===== src/rtl/fb_port_arbiter.sv =====
// fb_port_arbiter: shares one single-port framebuffer RAM between the display
// scanout fetch (read-only, fixed priority) and the drawing engine (write-only).
// At most one RAM access is granted per pixel clock; memory-side outputs are
// registered.
//
// Optional feature: define FB_ARB_STARVE_GUARD_EN to force a writer slot after
// the writer has stalled for MAX_WAIT consecutive cycles. Without it the
// display has strict priority and the writer may starve indefinitely.
//
// Ports:
//   clk, rst                  pixel clock, asynchronous active-high reset
//   disp_req/disp_addr        display read request and address
//   disp_gnt                  display accepted this cycle (combinational)
//   disp_rvalid/disp_rdata    read data, RD_LATENCY+1 cycles after disp_gnt
//   wr_valid/wr_addr/wr_data  pending write from the drawing engine
//   wr_ready                  write accepted this cycle (combinational)
//   mem_en/mem_we/mem_addr/mem_wdata  registered RAM controls
//   mem_rdata                 RAM read data
//   wr_stall_cnt              saturating count of stalled writer cycles
module fb_port_arbiter #(
  parameter int unsigned ADDR_W     = 17,
  parameter int unsigned DATA_W     = 12,
  parameter int unsigned RD_LATENCY = 1,
  parameter int unsigned MAX_WAIT   = 16
) (
  input  logic              clk,
  input  logic              rst,
  input  logic              disp_req,
  input  logic [ADDR_W-1:0] disp_addr,
  output logic              disp_gnt,
  output logic              disp_rvalid,
  output logic [DATA_W-1:0] disp_rdata,
  input  logic              wr_valid,
  input  logic [ADDR_W-1:0] wr_addr,
  input  logic [DATA_W-1:0] wr_data,
  output logic              wr_ready,
  output logic              mem_en,
  output logic              mem_we,
  output logic [ADDR_W-1:0] mem_addr,
  output logic [DATA_W-1:0] mem_wdata,
  input  logic [DATA_W-1:0] mem_rdata,
  output logic [15:0]       wr_stall_cnt
);

  typedef enum logic [1:0] {
    OwnNone,
    OwnDisp,
    OwnWr
  } owner_e;

  owner_e owner_d;
  logic   force_wr;

`ifdef FB_ARB_STARVE_GUARD_EN
  logic [7:0] wait_q;

  // A forced slot only makes sense while a write is actually pending.
  assign force_wr = wr_valid && (wait_q == 8'(MAX_WAIT));

  always_ff @(posedge clk or posedge rst) begin
    if (rst) begin
      wait_q <= 8'd0;
    end else if (!wr_valid || (owner_d == OwnWr)) begin
      wait_q <= 8'd0;
    end else begin
      wait_q <= wait_q + 8'd1;
    end
  end
`else
  assign force_wr = 1'b0;
`endif

  // Grant decision; held at NONE during reset so every output reads 0.
  always_comb begin
    owner_d = OwnNone;
    if (!rst) begin
      if (disp_req && !force_wr) begin
        owner_d = OwnDisp;
      end else if (wr_valid) begin
        owner_d = OwnWr;
      end
    end
  end

  assign disp_gnt = (owner_d == OwnDisp);
  assign wr_ready = (owner_d == OwnWr);

  // The {mem_en, mem_we} pair is the registered owner: 00 NONE, 10 DISP, 11 WR.
  always_ff @(posedge clk or posedge rst) begin
    if (rst) begin
      mem_en    <= 1'b0;
      mem_we    <= 1'b0;
      mem_addr  <= '0;
      mem_wdata <= '0;
    end else begin
      unique case (owner_d)
        OwnDisp: begin
          mem_en   <= 1'b1;
          mem_we   <= 1'b0;
          mem_addr <= disp_addr;
        end
        OwnWr: begin
          mem_en    <= 1'b1;
          mem_we    <= 1'b1;
          mem_addr  <= wr_addr;
          mem_wdata <= wr_data;
        end
        default: begin
          mem_en <= 1'b0;
          mem_we <= 1'b0;
        end
      endcase
    end
  end

  // Read tags: stage 0 loads on the grant edge, the last stage is disp_rvalid.
  // disp_rdata captures mem_rdata on the same edge the tag reaches the end.
  logic [RD_LATENCY:0] tag_q;

  always_ff @(posedge clk or posedge rst) begin
    if (rst) begin
      tag_q      <= '0;
      disp_rdata <= '0;
    end else begin
      tag_q <= {tag_q[RD_LATENCY-1:0], disp_gnt};
      if (tag_q[RD_LATENCY-1]) begin
        disp_rdata <= mem_rdata;
      end
    end
  end

  assign disp_rvalid = tag_q[RD_LATENCY];

  always_ff @(posedge clk or posedge rst) begin
    if (rst) begin
      wr_stall_cnt <= 16'd0;
    end else if (wr_valid && !wr_ready && (wr_stall_cnt != 16'hFFFF)) begin
      wr_stall_cnt <= wr_stall_cnt + 16'd1;
    end
  end

endmodule


===== config.mk =====
export PLATFORM = sky130hd
export DESIGN_NAME = fb_port_arbiter
export DESIGN_NICKNAME = d
export VERILOG_FILES = /design/src/rtl/fb_port_arbiter.sv
export SDC_FILE = /design/constraint.sdc
export NUM_CORES = 1
export LEC_CHECK = 0
export CAP_MARGIN = 20
export CORE_MARGIN = 1
export CORE_UTILIZATION = 45
export CTS_BUF_LIST = sky130_fd_sc_hd__clkbuf_2 sky130_fd_sc_hd__clkbuf_4 sky130_fd_sc_hd__clkbuf_8
export DETAILED_ROUTE_END_ITERATION = 8
export GPL_ROUTABILITY_DRIVEN = 0
export GPL_TIMING_DRIVEN = 0
export PLACE_DENSITY = 0.88
export SYNTH_ARGS = -nofsm -noshare
export SYNTH_HDL_FRONTEND = slang
export SYNTH_SLANG_ARGS = --single-unit

===== constraint.sdc =====
create_clock -name clk -period 4.4 [get_ports clk]
set_clock_uncertainty 0.1 [all_clocks]
set_input_delay 0.66 -clock clk [delete_from_list [all_inputs] [get_ports clk]]
set_output_delay 0.66 -clock clk [all_outputs]
set_load 0.02 [all_outputs]

==> key figures, run 1 <==
Global routing
  – Initial antenna violation count: 0
  – Busiest grt layer: met2
  – Met1 Usage GRT: 0.258
  – Vias in the first global route: 2075
  – Total GRT Usage: 0.213
  – First-pass GRT wire length: 9830 um
  – Largest net degree at the start of global routing: 40
  – M3 GR Usage: 0.0494
  – Grt met2 use: 0.359
  – Total grt overflow: 0

STA
  – Setup TNS: 0 ps
  – Final Setup Violations: 0
  – Hold WS: 333 ps
  – Final min period: 3220 ps
  – Slew HR: 0.442
  – Final Cycle Share: 0.732
  – Least-Margin Pin Slew: 836 ps
  – RSZ-0062 raised after global routing: false
  – Hold Vio Cnt, Final: 0
  – Max Transition Viols Final: 0
  – FMAX: 311 MHz

Detailed routing
  – DR vias: 2092
  – Iteration-0 DRC Markers: 60
  – Vias/cell: 5.08
  – Detailed Routing Iterations Pass 1: 4
  – Final ANT Viol Nets: 0
  – Drt total wl: 6040 um
  – Drt drc: 0
  – Wire per inst: 14.7 um

Clocking
  – CTS-repair resized insts: 0
  – Clk Latency, worst-skew pair: 320 ps
  – Clk sinks: 61
  – Clock root cell: clkbuf_8
  – Hold Buf Count CTS: 0
  – Clock Path Buffers: 2
  – CTS clk-pin slew, worst paths: 60 ps
  – Post-CTS Setup Repair Bufs: 0
  – CTS H-Tree Depth: 3
  – CTS tree: done
  – CTS buffer count: 9

Outcome
  – Status: completed

Pwr
  – Pwr dens: 413 nW/um^2
  – VDD IR-drop max: 0.429 mV
  – P_leak: 0.00170 uW

Final layout
  – Nets: 399
  – FF/Latch Area: 1530 um^2
  – Finished Layout Cells: 412
  – Fillcell total: 390
  – Area grow syn2layout: 59.7%
  – N_diodes: 0
  – Footprint of the multi-input gates: 1000 um^2
  – Design area: 4100 um^2
  – Layout cells sized above 1: 0.150

Yosys
  – Post-synth cell types: 27
  – Mapped Avg Cell Area: 12.8 um^2
  – Top-count cell post-synth: dfrtp_1
  – Prevailing post-synth register cell: dfrtp_1
  – Post-Synthesis Cells: 201
  – Synth Warn #: 0
  – Top cell type by total area after synthesis: dfrtp_1
  – Asr flop ratio synth: 1.00
  – Top post-synthesis cells by area: dfrtp_1, mux2_2, mux2i_1
  – Mapped cell area: 2570 um^2
  – Post-synth EDFFs: 0
  – Syn nets: 264
  – Post-synth top area share: 0.594
  – #FFs+latches synth: 61
  – Post-synthesis sequential area ratio: 0.594
  – Most frequent cells after synthesis: dfrtp_1, mux2_2, nand2_1, mux2i_1, o21ai_0

Setup path
  – CP Class: in2out
  – CP required: 3640 ps
  – CP arrival: 2460 ps
  – Largest stage delay, worst path: 670 ps
  – Highest-delay cell along the critical path: clkdlybuf4s50_1
  – Most frequent CP cell: clkdlybuf4s50_1
  – CP cell instances: clkdlybuf4s50_1, nor3b_2, buf_2, clkdlybuf4s50_1
  – Critical Path Fanout Max: 11
  – Critical path endpoint category: output pin
  – Crit path launch type: primary input

Floorplanning
  – Die width: 77.6 um
  – Die area: 6010 um^2
  – Die Y-Extent: 77.6 um
  – Starting density of the core: 0.466
  – IO Count: 124
  – # rows: 27
  – Core area: 5510 um^2

Place
  – DP Area: 3920 um^2
  – Buffers added on ports: 123
  – Cell count after placement: 397
  – DP Wirelength: 4490 um

Min path
  – HP Class: reg2reg

Job
  – Max-cap violations: 0
## cells by family (layout without fill, tap and decap cells)
logic type | count (synthesis) | in the layout | share of synthesized area
adders and majority gates | 1 | 1 | 0.00487
xor gates and xnor gates | 15 | 15 | 0.0511
buffers and inverters | 10 | 149 | 0.0166
and+or+nand+nor | 51 | 51 | 0.110
AOI/OAI and AO/OA | 21 | 21 | 0.0472
muxes | 42 | 42 | 0.176
DFF | 61 | 61 | 0.594
## layout make-up
cell class / instances / share of cell area
buffer: 7 / 0.00762
clock buffer: 14 / 0.0439
clock inverter: 1 / 0.00122
inverter: 3 / 0.00274
multi-input combinational: 130 / 0.244
sequential: 61 / 0.372
tap: 72 / 0.0220
timing repair buffer: 124 / 0.307
## sequential cells by signal, indices dropped and copies added (netlist names)
register	flops
disp_rdata	12
mem_wdata	12
mem_addr	17
mem_en	1
wr_stall_cnt	16
tag_q	2
mem_we	1
## path summary, 6_finish.rpt
path	from	endpoint	slack [ps]	cells past startpoint
setup reg to reg	wr_stall_cnt[0]	wr_stall_cnt[1]	2640	4
setup / recovery	disp_req	wr_ready	1180	4
hold / removal	tag_q[0]	tag_q[1]	330	0
hold reg to reg	tag_q[0]	tag_q[1]	330	0
min in group asynchronous	rst	mem_wdata[10]	830	2
max in group asynchronous	rst	mem_addr[13]	2770	3
## report_power, final
part	total [uW]	internal, uW	switching (uW)
Clock	453	259	194
Combinational	509	273	236
Sequential	731	652	79.1
Total	1690	1180	509
## metrics by stage
step / power, uW / setup WS, ps / utilization
2_1_floorplan: 972 / 1370 / -
3_3_place_gp: 1240 / 1.04 / 0.706
3_5_place_dp: 1250 / 1180 / 0.711
4_1_cts: 1710 / 1180 / 0.745
5_1_grt: 1780 / 1080 / 0.745
6_report: 1690 / 1180 / 0.745
## critical path: cells and delay by family
| family | cells | cell delay [ps] |
|---|---|---|
| AND/OR/NAND/NOR | 1 | 290 |
| buffers and inverters | 3 | 1500 |
## cell usage in the layout (no fill, tap or decap), drive strengths merged
cell | netlist | final
xor2 | 4 | 4
o21ai | 19 | 19
dfrtp | 61 | 61
and4 | 3 | 3
clkdlybuf4s50 | 0 | 123
and3 | 3 | 3
nor3b | 1 | 1
nand4 | 6 | 6
mux2i | 17 | 17
nor2 | 5 | 5
nor4 | 1 | 1
nand3b | 1 | 1
buf | 4 | 5
a311oi | 1 | 1
ha | 1 | 1
nor3 | 1 | 1
nand2 | 24 | 24
nand4b | 1 | 1
nand3 | 4 | 4
nor2b | 1 | 1
clkinv | 0 | 1
clkbuf | 3 | 17
mux2 | 25 | 25
a41o | 1 | 1
inv | 3 | 3
xnor2 | 11 | 11
## routing by layer
layer / wire (um) / vias to the layer above
met1: 2550 / 1020
met2: 2980 / 85
met5: 0 / -
li1: - / 975
met3: 400 / 12
met4: 112 / 0
(Power assumes the default switching activity.)
==> run 2: changes to the inputs <==
--- a/config.mk
+++ b/config.mk
@@ -7,12 +7,12 @@
 export LEC_CHECK = 0
 export CAP_MARGIN = 20
 export CORE_MARGIN = 1
-export CORE_UTILIZATION = 45
+export CORE_UTILIZATION = 42
 export CTS_BUF_LIST = sky130_fd_sc_hd__clkbuf_2 sky130_fd_sc_hd__clkbuf_4 sky130_fd_sc_hd__clkbuf_8
 export DETAILED_ROUTE_END_ITERATION = 8
 export GPL_ROUTABILITY_DRIVEN = 0
 export GPL_TIMING_DRIVEN = 0
-export PLACE_DENSITY = 0.88
+export PLACE_DENSITY = 0.82
 export SYNTH_ARGS = -nofsm -noshare
 export SYNTH_HDL_FRONTEND = slang
 export SYNTH_SLANG_ARGS = --single-unit
==> constraint.sdc (replaced) <==
create_clock -name clk -period 3.27 [get_ports clk]
set_clock_uncertainty 0.1 [all_clocks]
set_input_delay 0.4905 -clock clk [delete_from_list [all_inputs] [get_ports clk]]
set_output_delay 0.4905 -clock clk [all_outputs]
set_load 0.02 [all_outputs]
==> run 2 against run 1 <==
- worst setup slack worse by 730 ps
- final area is 1.4% higher
- clock power is 82% higher
- wire length is 4.6% higher
- register-to-register slack worse by 1100 ps
- cell count is 0.97% higher
- flip-flop and latch count stayed put
- highest routed layer unchanged
==> key figures, run 2 (synthesized netlist as in run 1, its figures left out) <==
Outcome
  – Status: completed

Setup path
  – Most frequent CP cell: clkdlybuf4s50_1
  – Worst path bufs/invs: 3 (unchanged)
  – Highest-delay cell along the critical path: clkdlybuf4s50_1
  – CP required: 2680 ps (-960 ps)
  – CP Depth: 4 (unchanged)
  – CP Class: in2out
  – CP arrival: 2230 ps (-230 ps)
  – RR Startpoint: wr_stall_cnt[0]
  – Critical Path Fanout Max: 11 (unchanged)
  – CP top delay family: buffers and inverters
  – Worst setup path start: wr_valid
  – Crit path launch type: primary input
  – Largest stage delay, worst path: 670 ps (about the same)
  – CP cell instances: clkdlybuf4s50_1, nor3b_2, buf_2, clkdlybuf4s50_1
  – Critical path endpoint category: output pin
  – R2R depth: 4 (unchanged)

Detailed routing
  – Final ANT Viol Nets: 0 (unchanged)
  – Detailed Routing Iterations Pass 1: 4 (unchanged)
  – Iteration-0 DRC Markers: 65 (+8.3%)
  – DR vias: 2044 (-2.3%)
  – Drt drc: 0 (unchanged)
  – Drt total wl: 6320 um (+4.6%)
  – Vias/cell: 4.91 (-3.2%)
  – Wire per inst: 15.2 um (+3.6%)

STA
  – Hold Vio Cnt, Final: 0 (unchanged)
  – Max Transition Viols Final: 0 (unchanged)
  – Least-Margin Pin Slew: 639 ps (-197 ps)
  – Final Cycle Share: 0.864
  – Final Setup Violations: 0 (unchanged)
  – FMAX: 354 MHz
  – Setup ws final: 445 ps (-735 ps)
  – Final min period: 2820 ps
  – RSZ-0062 raised after global routing: false
  – Slew HR: 0.573 (+0.132)

Pwr
  – Pwr dens: 600 nW/um^2 (+45%)
  – P_leak: 0.00172 uW (+1.5%)
  – VDD IR-drop max: 0.464 mV (+8.1%)

Place
  – DP Wirelength: 4770 um (+6.4%)
  – Buffers added on ports: 123 (unchanged)
  – DP Worst Slack: 427 ps (-753 ps)

Floorplanning
  – Starting density of the core: 0.434 (-0.0326)
  – Die Y-Extent: 80.2 um (+3.4%)
  – IO Count: 124 (unchanged)
  – Die width: 80.2 um (+3.4%)
  – Die area: 6430 um^2 (+7.0%)
  – # rows: 28 (+3.7%)
  – Core area: 5920 um^2 (+7.5%)

Clocking
  – CTS buffer count: 9 (unchanged)
  – Clock Path Buffers: 2 (unchanged)
  – CTS tree: done
  – Clock root cell: clkbuf_8
  – Post-CTS Setup Repair Bufs: 0 (unchanged)
  – Hold Buf Count CTS: 0 (unchanged)
  – Clk Latency, worst-skew pair: 330 ps (about the same)
  – CTS clk-pin slew, worst paths: 70 ps (about the same)
  – CTS H-Tree Depth: 3 (unchanged)
  – CTS-repair resized insts: 0 (unchanged)
  – Clk sinks: 61 (unchanged)

Min path
  – HP Class: reg2reg
  – Hold path depth: 0 (unchanged)
  – Hold wc startpoint: tag_q[0]

Job
  – Max-cap violations: 0 (unchanged)

Global routing
  – First-pass GRT wire length: 9480 um (-3.6%)
  – Vias in the first global route: 1965 (-5.3%)
  – Total GRT Usage: 0.203 (-0.0104)
  – Initial antenna violation count: 0 (unchanged)
  – Largest net degree at the start of global routing: 34 (-15%)
  – Total grt overflow: 0 (unchanged)

Final layout
  – Most frequent cells in the layout: clkdlybuf4s50_1, dfrtp_1, nand2_1, mux2_2, mux2i_1
  – Most flops, register: mem_addr
  – Fillcell total: 451 (+16%)
  – Layout cells sized above 1: 0.152 (+0.00249)
  – Layout Utilization: 0.703 (-0.0422)
  – Commonest non-fill, non-tap cell in the layout: clkdlybuf4s50_1
  – Largest register FFs: 17 (unchanged)
  – Top flop regs: mem_addr (17), wr_stall_cnt (16)
  – Nets: 399 (unchanged)
  – Area grow syn2layout: 62.0%
  – N_diodes: 0 (unchanged)
-- run 2: changes by cell type in the layout (fill, tap and decap cells not counted) --
cell / before / now
bufinv_16: 0 / 3
clkbuf_8: 12 / 10
buf_12: 0 / 1
buf_16: 1 / 0
-- run 2: per-stage QoR --
| step | cell area (um^2) | instances | power (uW) | TNS [ps] | hold WS [ps] |
|---|---|---|---|---|---|
| floorplan | 2570 | 201 | 1310 | 0 | 304 |
| detailed placement | 3910 | 400 | 1690 | 0 | 321 |
| CTS | 4160 | 416 | 2520 | 0 | 343 |
| global placement | 3890 | 399 | 1670 | -16430 | 326 |
| finish | 4160 | 416 | 2500 | 0 | 339 |
| global route | 4160 | 416 | 2600 | 0 | 371 |
-- run 2: final cells by class --
class / instances / area, um^2 / share of cell area
Clock inverter: 4 / 95.1 / 0.0229
Clock buffer: 12 / 153 / 0.0367
Timing Repair Buffer: 124 / 1250 / 0.301
Buffer: 7 / 31.3 / 0.00752
Tap cell: 75 / 93.8 / 0.0225
Inverter: 3 / 11.3 / 0.00271
Sequential cell: 61 / 1530 / 0.367
Multi-Input combinational cell: 130 / 1000 / 0.240
-- run 2: power by group --
part           switching (uW)  total (uW)  internal, uW
Sequential                105         982           877
Combinational             323         689           366
Clock                     282         825           543
Total                     710        2500          1790
-- run 2: path summary, 6_finish.rpt --
| check | to | slack [ps] |
|---|---|---|
| worst max register to register | wr_stall_cnt[1] | 1510 |
| worst max-delay path | wr_ready | 450 |
| worst min register to register | tag_q[1] | 340 |
| worst min-delay path | tag_q[1] | 340 |
| max in group asynchronous | mem_wdata[6] | 1910 |
| min in group asynchronous | wr_stall_cnt[1] | 560 |
-- run 2: per-layer routing --
metal,track usage,up-vias,part of all wire
met3,0.0591,11,0.079
met2,0.340,85,0.50
met5,0,-,0
met4,0.102,0,0.018
met1,0.236,972,0.40
li1,-,976,-
